## config.mk

```make
export PLATFORM = sky130hd
export DESIGN_NAME = imm_pack_flat
export DESIGN_NICKNAME = d
export VERILOG_FILES = /design/src/rtl/imm_pack_if.sv /design/src/rtl/imm_pack.sv /design/src/flat_wrapper.sv
export SDC_FILE = /design/constraint.sdc
export NUM_CORES = 1
export LEC_CHECK = 0
export ABC_AREA = 1
export BUFFER_PORTS_ARGS = -buffer_cell sky130_fd_sc_hd__buf_2
export CAP_MARGIN = 20
export CORE_ASPECT_RATIO = 1.1
export CORE_MARGIN = 3
export CORE_UTILIZATION = 27
export CTS_BUF_LIST = sky130_fd_sc_hd__clkbuf_8
export DETAILED_ROUTE_END_ITERATION = 8
export PLACE_DENSITY = 0.54
export SYNTH_ARGS = -nofsm -noshare
export SYNTH_HDL_FRONTEND = slang
export SYNTH_SLANG_ARGS = --single-unit
```

## constraint.sdc

```tcl
create_clock -name clk -period 3 [get_ports clk]
set_input_delay 0.6 -clock clk [delete_from_list [all_inputs] [get_ports clk]]
set_output_delay 0.6 -clock clk [all_outputs]
set_load 0.02 [all_outputs]
```

## src/rtl/imm_pack_if.sv

```systemverilog
// Handshake bundle for the immediate packer: request side (in_*) and
// result side (out_*, err_count).
interface imm_pack_if #(
   parameter int CNTW = 16
);
   logic            in_valid;
   logic            in_ready;
   logic [31:0]     in_instr;
   logic [31:0]     in_imm;
   logic [2:0]      in_immsrc;
   logic            out_valid;
   logic            out_ready;
   logic [31:0]     out_instr;
   logic            out_err;
   logic [CNTW-1:0] err_count;

   modport master (
      output in_valid, in_instr, in_imm, in_immsrc, out_ready,
      input  in_ready, out_valid, out_instr, out_err, err_count
   );

   modport slave (
      input  in_valid, in_instr, in_imm, in_immsrc, out_ready,
      output in_ready, out_valid, out_instr, out_err, err_count
   );
endinterface

```

## src/rtl/imm_pack.sv

```systemverilog
// Immediate packer: scatters an immediate into RV32I I/S/B/J/U positions of a
// template, flags unrepresentable immediates, and queues results in a small FIFO.
module imm_pack #(
   parameter int DEPTH = 2,
   parameter int CNTW  = 16
) (
   input logic        clk,
   input logic        reset_n,
   imm_pack_if.slave  bus
);
   localparam int AW = $clog2(DEPTH);

   localparam logic [2:0] SRC_I = 3'b000;
   localparam logic [2:0] SRC_S = 3'b001;
   localparam logic [2:0] SRC_B = 3'b010;
   localparam logic [2:0] SRC_J = 3'b011;
   localparam logic [2:0] SRC_U = 3'b100;

   logic [31:0]     packed_instr;
   logic            packed_err;
   logic [31:0]     imm;
   logic [AW:0]     wr_ptr;
   logic [AW:0]     rd_ptr;
   logic [32:0]     mem [DEPTH];
   logic [32:0]     head;
   logic [CNTW-1:0] err_cnt;
   logic            full;
   logic            empty;
   logic            push;
   logic            pop;

   assign imm = bus.in_imm;

   // Illegal immediates still get their truncated bits packed; only err flags them.
   always_comb begin
      // NOTE: every always_comb output gets a default first, so no path can infer a latch.
      packed_instr = bus.in_instr;
      packed_err   = 1'b0;
      case (bus.in_immsrc)
         SRC_I: begin
            packed_instr[31:20] = imm[11:0];
            packed_err          = !((&imm[31:11]) || !(|imm[31:11]));
         end
         SRC_S: begin
            packed_instr[31:25] = imm[11:5];
            packed_instr[11:7]  = imm[4:0];
            packed_err          = !((&imm[31:11]) || !(|imm[31:11]));
         end
         SRC_B: begin
            packed_instr[31]    = imm[12];
            packed_instr[7]     = imm[11];
            packed_instr[30:25] = imm[10:5];
            packed_instr[11:8]  = imm[4:1];
            packed_err          = !((&imm[31:12]) || !(|imm[31:12])) || imm[0];
         end
         SRC_J: begin
            packed_instr[31]    = imm[20];
            packed_instr[19:12] = imm[19:12];
            packed_instr[20]    = imm[11];
            packed_instr[30:21] = imm[10:1];
            packed_err          = !((&imm[31:20]) || !(|imm[31:20])) || imm[0];
         end
         SRC_U: begin
            packed_instr[31:12] = imm[31:12];
            packed_err          = |imm[11:0];
         end
         default: begin
            packed_instr = bus.in_instr;
            packed_err   = 1'b1;
         end
      endcase
   end

   // Extra pointer MSB distinguishes full from empty when the index bits match.
   assign empty = (wr_ptr == rd_ptr);
   assign full  = (wr_ptr[AW] != rd_ptr[AW]) && (wr_ptr[AW-1:0] == rd_ptr[AW-1:0]);
   assign push  = bus.in_valid && !full;
   assign pop   = !empty && bus.out_ready;

   always_ff @(posedge clk or negedge reset_n) begin
      if (!reset_n) begin
         wr_ptr <= '0;
         rd_ptr <= '0;
      end else begin
         // NOTE: sequential state uses non-blocking assignments so every flop samples pre-edge values.
         if (push) wr_ptr <= wr_ptr + 1'b1;
         if (pop)  rd_ptr <= rd_ptr + 1'b1;
      end
   end

   // NOTE: storage is deliberately not reset; outputs are masked while empty instead.
   always_ff @(posedge clk) begin
      if (push) mem[wr_ptr[AW-1:0]] <= {packed_err, packed_instr};
   end

   always_ff @(posedge clk or negedge reset_n) begin
      if (!reset_n) begin
         err_cnt <= '0;
      end else if (push && packed_err && (err_cnt != {CNTW{1'b1}})) begin
         err_cnt <= err_cnt + 1'b1;
      end
   end

   assign head          = mem[rd_ptr[AW-1:0]];
   assign bus.in_ready  = !full;
   assign bus.out_valid = !empty;
   assign bus.out_instr = empty ? 32'h0 : head[31:0];
   assign bus.out_err   = empty ? 1'b0  : head[32];
   assign bus.err_count = err_cnt;
endmodule

```

## src/flat_wrapper.sv

```systemverilog
// flat-port wrapper written by rule: the top's interface ports become plain ports
module imm_pack_flat 
#(
   parameter int DEPTH = 2,
   parameter int CNTW  = 16
)
  (clk, reset_n, bus_in_valid, bus_in_instr, bus_in_imm, bus_in_immsrc, bus_out_ready, bus_in_ready, bus_out_valid, bus_out_instr, bus_out_err, bus_err_count);
  imm_pack_if #(.CNTW(CNTW)) bus_i ();
  input logic clk;
  input logic reset_n;
  input wire logic [$bits(bus_i.in_valid)-1:0] bus_in_valid;
  input wire logic [$bits(bus_i.in_instr)-1:0] bus_in_instr;
  input wire logic [$bits(bus_i.in_imm)-1:0] bus_in_imm;
  input wire logic [$bits(bus_i.in_immsrc)-1:0] bus_in_immsrc;
  input wire logic [$bits(bus_i.out_ready)-1:0] bus_out_ready;
  output wire logic [$bits(bus_i.in_ready)-1:0] bus_in_ready;
  output wire logic [$bits(bus_i.out_valid)-1:0] bus_out_valid;
  output wire logic [$bits(bus_i.out_instr)-1:0] bus_out_instr;
  output wire logic [$bits(bus_i.out_err)-1:0] bus_out_err;
  output wire logic [$bits(bus_i.err_count)-1:0] bus_err_count;
  assign bus_i.in_valid = bus_in_valid;
  assign bus_i.in_instr = bus_in_instr;
  assign bus_i.in_imm = bus_in_imm;
  assign bus_i.in_immsrc = bus_in_immsrc;
  assign bus_i.out_ready = bus_out_ready;
  assign bus_in_ready = bus_i.in_ready;
  assign bus_out_valid = bus_i.out_valid;
  assign bus_out_instr = bus_i.out_instr;
  assign bus_out_err = bus_i.out_err;
  assign bus_err_count = bus_i.err_count;
  imm_pack #(.DEPTH(DEPTH), .CNTW(CNTW)) u_core (.clk(clk), .reset_n(reset_n), .bus(bus_i));
endmodule
```

==> Word level (Yosys, flattened, before mapping) <==
Memories as Yosys holds them, arrays and structs flattened.
Cells that the tools add are included.
{ "totals": {"mem_count": 1, "in_bits": 71, "wordCells": 52, "output_inout_bits": 51, "regBits": 20, "ramBits": 66} }
{ "classes": {"muxes": 9, "n_eq_ne": 8, "n_reduce_logical": 28, "addsub": 3} }
{ "mem_list": {"columns": ["memory", "words", "word_bits", "rd", "rd_clocked_by_memory_dff", "write_ports", "line_no", "source"], "rows": [
  ["u_core.mem", 2, 33, 1, 0, 1, "imm_pack.sv:24", "logic [32:0] mem [DEPTH];"]
]} }
{ "op_table": {"columns": ["op", "n"], "rows": [
  ["$mux 32", 1],
  ["$pmux 7 s4", 1],
  ["$reduce_or 12->1", 2],
  ["$reduce_and 21->1", 1],
  ["$reduce_or 21->1", 1],
  ["$reduce_and 20->1", 1],
  ["$reduce_or 20->1", 1],
  ["$add 16x1->16 const B", 1],
  ["$ne 16x16->1 const B", 1],
  ["$pmux 5 s3", 1],
  ["$reduce_and 12->1", 1],
  ["$pmux 5 s2", 1],
  ["$logic_not 1->1", 8],
  ["$mux 8", 1],
  ["$eq 3x2->1 const B", 2],
  ["$logic_and 1x1->1", 5],
  ["$logic_or 1x1->1", 5],
  ["$add 2x1->2 const B", 2],
  ["$pmux 1 s4", 1],
  ["$reduce_or 2->1", 2],
  ["$eq 3x1->1 const B", 1],
  ["$eq 3x3->1 const B", 1],
  ["$logic_not 3->1", 1],
  ["$mux 1", 3],
  ["other kinds (3)", 3]
]} }

==> Longest topological paths before layout <==
Gate-level depths: netlist (run 1).
{ "logic_depth": {"ltp_word": 8, "depth_mapped": 14, "ltp_nobuf": 13} }

==> Worst setup path before layout (run 1) <==
No wires, ideal clock.
{ "synth_path": {"path_type": "reg2reg", "from": "register u_core.rd_ptr[0]", "to": "memory u_core.mem[0][0] (enable)", "n_path_buf": 1, "setup_ps": 423, "required_time_ps": 2577, "synth_period_minus_slack_ps": 2758, "path_stages_with_launch": 6, "path_slack_ps": 242, "arrival_time_ps": 2335, "cell_sequence": "dfrtp_1 -> buf_4 -> xnor2_1 -> nand2_1 -> nand2_1 -> nor2_1"} }
{ "synth_via": {"elab_chain_cells": 6} }
{ "synth_lines": {"columns": ["item", "line_no", "source"], "rows": [
  ["from (decl)", "imm_pack.sv:23", "logic [AW:0] rd_ptr;"],
  ["from (signal assigned)", "imm_pack.sv:87", "if (pop) rd_ptr <= rd_ptr + 1'b1;"],
  ["$eq 1x1->1", "imm_pack.sv:76", "assign full = (wr_ptr[AW] != rd_ptr[AW]) && (wr_ptr[AW-1:0] == rd_ptr[AW-1:0]);"],
  ["$logic_and 1x1->1", "imm_pack.sv:76", null],
  ["$logic_not 1->1", null, null],
  ["via bus_in_ready", "flat_wrapper.sv:16", "output wire logic [$bits(bus_i.in_ready)-1:0] bus_in_ready;"],
  ["$logic_and 1x1->1", "imm_pack.sv:77", "assign push = bus.in_valid && !full;"],
  ["$mux 1", "imm_pack.sv:93", "if (push) mem[wr_ptr[AW-1:0]] <= {packed_err, packed_instr};"],
  ["$mux 1 (not written as such)", "imm_pack.sv:93", null],
  ["to (decl)", "imm_pack.sv:24", null]
]} }
The timed path passes the listed nets, and every way through them passes these cells.

==> Final worst setup path (run 1) <==
{ "layout_path": {"from": "register u_core.rd_ptr[0]", "to": "output port bus_out_instr[29]"} }
{ "layout_via": {"elab_chain_cells": 2, "word_cells_on_any_way": 3, "cone_classes": "1 x eq/ne; 1 x mux; 1 x memory"} }
{ "layout_lines": {"columns": ["item", "line_no", "source"], "rows": [
  ["$mem_v2 2x33 or $eq 2x2->1 (tied branches)", null, null],
  ["$mux 32 (*)", "imm_pack.sv:107", "assign bus.out_instr = empty ? 32'h0 : head[31:0];"],
  ["to (decl)", "flat_wrapper.sv:18", "output wire logic [$bits(bus_i.out_instr)-1:0] bus_out_instr;"]
]} }
Every way passes the cells marked *; elsewhere a longest branch is shown, timed or not.

==> impl.org, run 1 <==
** Outcome
- The run finished with clean final reports.

** Clock tree
- TritonCTS built the clock tree.
- Clock-pin slew was measured on the worst setup and hold paths at 0.09 ns.
- Counting along the longest clock path gives a buffer depth of 2.
- Post-CTS repair changed the size of 0 cells.
- Post-CTS Setup Repair Bufs :: 0
- Number of buffers added by the clock tree synthesis step :: 9
- Number of hold buffers added after cts :: 0
- Clock Sink Count :: 86
- The H-tree generated during clock tree synthesis spans 3 levels.
- CTS placed an instance of sky130_fd_sc_hd__clkbuf_8 at the clock tree root.
- At the later pin of the worst-skew pair, clock insertion delay measures 0.36 ns.

** Detailed routing
- The pre-antenna-repair detailed-routing pass consisted of 4 iterations.
- The detailed router placed 3796 vias in this run.
- Post-DR vias/cell :: 4.63
- The routed design has 13.0 mm of wire.
- For this block, the initial DRC count from the detailed router was 189.
- In the final routed layout, each cell accounts on average for 15.9 µm.
- For this run, design rule violations remaining after detail routing come to 0.
- In this run the remaining antenna-violating nets after routing total 0.

** Layout
- Ratio of cells with drive above 1 in the final layout :: 0.268
- Inserted Diodes :: 0
- In the final design database the tool counted 686 nets.
- Final cell count without fillers :: 819
- Cell area after layout :: 5470 µm²
- Synthesis-to-finish area growth :: 23.4%

** GRT
- Entering global routing, the biggest net connects 26 pins.
- Total Routing Usage GR :: 0.146
- The initial antenna violation count is 0.
- Global route overflow :: 0
- The via count of the first global-routing pass is 3884.
- The first global-routing pass estimated 20.2 mm of wire.

** Critical path
- Biggest fanout along the worst timing path :: 13
- The signal on the critical path passes through xnor2_1 -> nand2_1 -> inv_1 -> buf_4 -> a21oi_1 -> buf_2.
- Crit path required time :: 2.40 ns
- Setup CP Type :: reg -> out
- STA classifies the critical path startpoint as a register.
- The worst setup path is captured at an output port.
- Origin of the critical flop-to-flop path :: u_core.rd_ptr[0]
- Worst endpoint data arrival time :: 1.94 ns
- Cell type of the slowest stage on the worst timing path :: sky130_fd_sc_hd__dfrtp_1
- CP max stage delay :: 0.62 ns
- Crit. Startpoint :: u_core.rd_ptr[0]

** Timing
- Worst max-slew margin expressed relative to the limit :: 0.659
- The total count of max-transition violations in the final report was 0.
- For this run, the top clock speed supported by timing is 394 MHz.
- Post-route fraction of the period consumed by the critical path :: 0.846
- Setup TNS Final :: 0 ns
- At the pin with the least slew margin, the transition time is 0.509 ns.
- RSZ-0062 raised after global routing :: false
- Between clock sinks in the finished design, the worst skew comes to 0.0178 ns.
- Time the final worst path needs with I/O delays and setup :: 2.54 ns
- Total of endpoints with negative setup slack in the final report :: 0
- Hold Violations, Final :: 0

** Yosys
- Nets in the synthesized netlist :: 562
- Synthesis Warnings :: 0
- In this run, distinct cell masters in the synthesized netlist total 34.
- Register area share after synthesis :: 0.560
- After synthesis the cells add up to 4430 µm².
- Synthesis produced a netlist whose cell count is 490.
- Average instance area after synthesis :: 9.05 µm²
- Seq cells post-synth :: 86

** Place
- Final HPWL DP :: 9.84 mm
- Inst Count DP :: 803
- Once placement finished, the instance area stood at 5280 µm².
- Input/output buffers :: 121
- Routability-driven placement finished with a final weighted congestion of 0.877.

** Flow run
- Across the run, the number of max-cap violations was 0.

** Floorplanning
- Initial Utilization :: 0.279
- Core area :: 15900 µm²
- Width of the chip :: 128 µm
- 122 I/O pins were placed.
- Row count :: 48
- Die H :: 140 µm
- Overall die area :: 18000 µm²

** Min path
- The min-delay analysis places its worst path in the category in -> async.

** Power
- Dividing total power by cell area gives a power density of 933 nW/µm².
- Summed over all cells, the static leakage comes to 2.46 nW.
- The worst-case IR drop observed on VDD is 0.386 mV.
[cell usage after synthesis (all sizes together)]
cell,instances,share of area
a211o,1,0.0020
nand2,165,0.14
a21oi,40,0.045
clkinv,1,0.00085
dfrtp,20,0.11
xnor2,3,0.0059
nor3,9,0.010
mux2,6,0.015
nand3,15,0.024
xor2,13,0.026
o22ai,1,0.0014
o221ai,7,0.014
o211ai,4,0.0068
a221o,1,0.0023
inv,50,0.042
a32o,1,0.0023
edfxtp,66,0.45
o21ai,3,0.0034
ha,1,0.0028
buf,10,0.014
clkbuf,6,0.0051
nand4,19,0.027
nor2,48,0.045
[layout by cell type (no fill, tap or decap), types with 2 or more instances in the layout]
master / Yosys / routed
sky130_fd_sc_hd__o211ai_1: 4 / 4
sky130_fd_sc_hd__buf_2: 3 / 121
sky130_fd_sc_hd__nand2_1: 160 / 160
sky130_fd_sc_hd__clkinv_1: 1 / 4
sky130_fd_sc_hd__nor2_1: 44 / 43
sky130_fd_sc_hd__o221ai_1: 7 / 7
sky130_fd_sc_hd__nor2_4: 2 / 3
sky130_fd_sc_hd__clkinv_2: 0 / 2
sky130_fd_sc_hd__nor3_1: 9 / 9
sky130_fd_sc_hd__nor2_2: 2 / 2
sky130_fd_sc_hd__edfxtp_1: 66 / 66
sky130_fd_sc_hd__buf_4: 2 / 7
sky130_fd_sc_hd__nand2_4: 2 / 2
sky130_fd_sc_hd__nand2_2: 3 / 3
sky130_fd_sc_hd__clkbuf_8: 0 / 10
sky130_fd_sc_hd__inv_2: 5 / 5
sky130_fd_sc_hd__nand3_1: 12 / 12
sky130_fd_sc_hd__nand3_4: 2 / 2
sky130_fd_sc_hd__inv_1: 45 / 45
sky130_fd_sc_hd__xor2_1: 13 / 13
sky130_fd_sc_hd__xnor2_1: 3 / 3
sky130_fd_sc_hd__a21oi_1: 40 / 40
sky130_fd_sc_hd__o21ai_0: 2 / 2
sky130_fd_sc_hd__mux2_2: 6 / 6
sky130_fd_sc_hd__nand4_1: 19 / 19
sky130_fd_sc_hd__dfrtp_1: 20 / 20
[path summary, 6_finish.rpt]
check	end	slack, ns	depth (start not counted)
setup / recovery	bus_out_instr[29]	0.46	6
max in group asynchronous	u_core.rd_ptr[0]	2.49	1
hold / removal	u_core.bus.err_count[13]	0.17	1
setup reg to reg	u_core.mem[1][24]	0.83	7
min in group clk	u_core.mem[0][0]	0.43	1
hold reg to reg	u_core.wr_ptr[1]	0.51	1
[where the power goes]
group / internal (mW) / leakage [nW] / total (mW) / switching [mW]
logic: 0.736 / 1.49 / 2.47 / 1.74
clock network: 0.397 / 0.0986 / 0.798 / 0.401
registers: 1.68 / 0.877 / 1.83 / 0.151
[area by class of cell]
| type | instances | area [µm²] |
|---|---|---|
| multi-input combinational | 337 | 1680 |
| tap | 200 | 250 |
| clock inverter | 6 | 51.3 |
| timing repair buffer | 129 | 678 |
| sequential | 86 | 2480 |
| fill | 1679 | 10400 |
| inverter | 51 | 191 |
| clock buffer | 10 | 138 |
[cells by family (layout without fill, tap and decap cells)]
| family | count (synthesis) | after routing | synth area share |
|---|---|---|---|
| buffers and inverters | 67 | 196 | 0.0627 |
| and+or+nand+nor | 256 | 256 | 0.251 |
| adders and majority gates | 1 | 1 | 0.00282 |
| AOI/OAI and AO/OA | 58 | 58 | 0.0771 |
| muxes | 6 | 6 | 0.0152 |
| DFF | 86 | 86 | 0.560 |
| xor gates and xnor gates | 16 | 16 | 0.0316 |
[routing by layer]
metal,share of wire,vias up,track usage
li1,-,1879,-
met1,0.44,1791,0.188
met2,0.48,107,0.239
met3,0.057,19,0.0301
met4,0.022,0,0.0609
met5,0,-,0
[sequential cells by signal (all words and copies together), names as in the netlist]
register,count
u_core.wr_ptr,2
u_core.bus.err_count,16
u_core.rd_ptr,2
u_core.mem,66
[critical path: cells and delay by family (launching register included)]
family,cells,cell delay [ns]
XOR/XNOR,1,0.15
AND/OR/NAND/NOR,1,0.15
flip-flops,1,0.62
AO/OA/AOI/OAI,1,0.20
buffers and inverters,3,0.46
[stage by stage]
stage | hold slack (ns) | power, mW | utilization | setup slack, ns
after floorplan | 0.304 | 3.41 | - | 0.242
after global placement | 0.478 | 4.35 | 0.332 | 0.718
after detailed placement | 0.492 | 4.39 | 0.332 | 0.726
after CTS | 0.170 | 5.20 | 0.344 | 0.404
after global routing | 0.193 | 5.46 | 0.344 | 0.227
final | 0.174 | 5.10 | 0.344 | 0.462
(Power assumes the default switching activity.)
==> run 2, diff against run 1 <==
==> constraint.sdc (replaced) <==
create_clock -name clk -period 2.65 [get_ports clk]
set_input_delay 0.53 -clock clk [delete_from_list [all_inputs] [get_ports clk]]
set_output_delay 0.53 -clock clk [all_outputs]
set_load 0.02 [all_outputs]
==> impl.org, run 2 (same netlist as run 1, synthesis figures left out) <==
** Outcome
- The flow ran to the end, and the final reports show no timing, DRC or antenna violations.

** Place
- Prior to clock tree synthesis, the placed netlist has a worst setup slack of 0.484 ns.
- The count of buffers added on input and output ports is 121.
- Final HPWL DP :: 9.71 mm
- The congestion estimate from routability-driven global placement came to 0.902.

** Clock tree
- TritonCTS built the clock tree.
- The clock net in this run drives a total of 86 sinks.
- CTS H-tree depth :: 3
- The later pin in the worst-skew pair is clocked with a latency of 0.36 ns.
- Number of hold buffers added after cts :: 0
- Post-CTS Setup Repair Bufs :: 0
- Clock-pin slew reported for the worst setup and hold paths after clock tree synthesis :: 0.08 ns
- Clock Root Buffer :: sky130_fd_sc_hd__clkbuf_8
- Number of buffers added by the clock tree synthesis step :: 9
- No sink is reached through more buffers than the 2 on the longest clock path.
- Post-CTS repair changed the size of 0 cells.

** Min path
- Hold Crit Class :: in -> async

** Layout
- Filler cell count in the final layout :: 1702
- Leaving out fill and tap cells, the most frequent cell in the layout is sky130_fd_sc_hd__nand2_1.
- Synthesis-to-finish area growth :: 23.4%
- After the last flow step, the layout net total stands at 688.
- Top library cells by usage in the layout, fill and taps aside :: sky130_fd_sc_hd__nand2_1 (160), sky130_fd_sc_hd__buf_2 (121), sky130_fd_sc_hd__edfxtp_1 (66)
- The number of antenna diodes in the final layout is 0.
- In the final layout, the share of cells above drive strength 1 is 0.269.
- The register with the most flip-flops in the layout has 66 of them.

** Detailed routing
- The count of nets left with antenna violations once routing finished came out at 0.
- After detailed routing, the average wire length per cell comes to 15.6 µm.
- Wires add up to 12.8 mm.
- Number of optimization iterations in the first detailed-route pass :: 5
- After detailed routing, the number of remaining DRC violations is 0.
- Iter 0 DRT Violations :: 196
- Post-DR vias/cell :: 4.62
- Total vias in the final route :: 3791

** Critical path
- CP max stage delay :: 0.40 ns
- The critical path contains buffers and inverters numbering 4 combined.
- Endpoint of the worst setup timing path :: bus_out_instr[30]
- Data on the critical path arrives at its endpoint at 1.88 ns.
- FF-to-FF path depth :: 9
- In this run the worst setup path begins at u_core.rd_ptr[0].
- Worst R2R Setup Slack :: 0.73 ns
- Biggest fanout along the worst timing path :: 13
- For the worst setup path, the data required time is 2.12 ns.
- Series of cell instances along the critical path :: buf_4 -> xnor2_1 -> nand2_1 -> inv_1 -> buf_4 -> a21oi_1 -> buf_2
- STA classifies the critical path endpoint as an output port.
- For this design, the slowest cell found on the critical path is sky130_fd_sc_hd__dfrtp_1.
- In this design, the largest share of critical-path delay is due to buffers and inverters.
- The worst register-to-register path ends at u_core.bus.err_count[3].
- CP most frequent cell :: sky130_fd_sc_hd__buf_4
- The worst setup path is launched from a register.
- In this run the number of cells on the critical path is 7.
- The startpoint identified for the worst register-to-register timing path is u_core.bus.err_count[0].
- Setup CP Type :: reg -> out

** Timing
- Hold Violations, Final :: 0
- Setup violations remaining at the end of the flow were counted as 0.
- Across all setup checks in the final design, the least slack found is 0.236 ns.
- Worst slack on hold paths :: 0.119 ns
- Time the final worst path needs with I/O delays and setup :: 2.41 ns
- For this run, the top clock speed supported by timing is 414 MHz.
- RSZ-0062 raised after global routing :: false
- Worst max-slew margin expressed relative to the limit :: 0.648
- Setup TNS Final :: 0 ns
- Slew @ Worst Pin :: 0.526 ns
- Of the available clock period, the critical path in the final layout requires 0.911.
- Worst clock skew :: 0.0119 ns
- Fin. max-slew vios :: 0

** Power
- Static leakage :: 2.48 nW
- Power spread over the standard cell area amounts to 1040 nW/µm².
- Total power after layout :: 5.70 mW
- Across the VDD grid, the largest voltage drop is 0.539 mV.

** Floorplanning
- The die is 128 µm wide.
- Core area :: 15900 µm²
- The floorplan step defined a die boundary enclosing 18000 µm².
- Initial Utilization :: 0.279
- Top Ports :: 122
- The die is 140 µm tall.
- Row count :: 48

** Flow run
- Across the run, the number of max-cap violations was 0.

** GRT
- For this run, the total global-route usage over all layers was measured as 0.145.
- Entering global routing, the biggest net connects 23 pins.
- Layer with the highest usage :: met2
- The initial antenna violation count was 0.
- For this run, global-route usage on met2 was measured as 0.242.
- Summed over all layers, the global routing overflow is 0.
- Met3 global-route usage :: 0.0256
- In the global route stage, met1 resource usage came out at 0.187.
- First-pass GRT wire length :: 20.0 mm
- Number of global-route vias before repair :: 3811
## run 2: cell types whose count changed in the layout (fill, tap and decap cells not counted)
cell	change
sky130_fd_sc_hd__buf_4	+2
sky130_fd_sc_hd__inv_1	+4
sky130_fd_sc_hd__clkinv_2	-1
sky130_fd_sc_hd__bufinv_16	-1
sky130_fd_sc_hd__clkinv_1	-3
sky130_fd_sc_hd__clkbuf_8	+1
## run 2: report_power, final
group / internal [mW] / leakage, nW / total (mW) / switching [mW]
Combinational: 0.855 / 1.50 / 2.85 / 1.99
Sequential: 1.90 / 0.877 / 2.04 / 0.141
Clock: 0.377 / 0.104 / 0.811 / 0.433
Total: 3.13 / 2.48 / 5.70 / 2.57
## run 2: metal layers
layer | vias up | routed length [µm]
met5 | - | 0
met4 | 0 | 212
met3 | 13 | 627
met2 | 103 | 6270
met1 | 1788 | 5710
li1 | 1887 | -
## run 2: cell type report
type,instances,area [µm²],area share
Sequential cell,86,2480,0.454
Clock inverter,5,20.0,0.00366
Timing Repair Buffer,131,693,0.127
Multi-Input combinational cell,337,1680,0.307
Clock buffer,11,151,0.0277
Inverter,51,191,0.0350
Tap cell,200,250,0.0458
## run 2: through the flow
stage,std cells,instance area [µm²],util
global route,821,5470,0.344
CTS,821,5470,0.344
finish,821,5470,0.344
detailed placement,805,5300,0.333
floorplan,490,4440,-
global placement,805,5300,0.333
## run 2: worst min path at each step
| stage | start | to | slack, ns | depth (start not counted) |
|---|---|---|---|---|
| after floorplan | reset_n | u_core.bus.err_count[0] | 0.23 | 0 |
| after global placement | u_core.bus.err_count[14] | u_core.bus.err_count[14] | 0.48 | 2 |
| after detailed placement | u_core.rd_ptr[1] | u_core.rd_ptr[1] | 0.48 | 1 |
| after CTS | reset_n | u_core.bus.err_count[13] | 0.11 | 1 |
| after global routing | reset_n | u_core.bus.err_count[15] | 0.13 | 1 |
| final | reset_n | u_core.bus.err_count[11] | 0.12 | 1 |
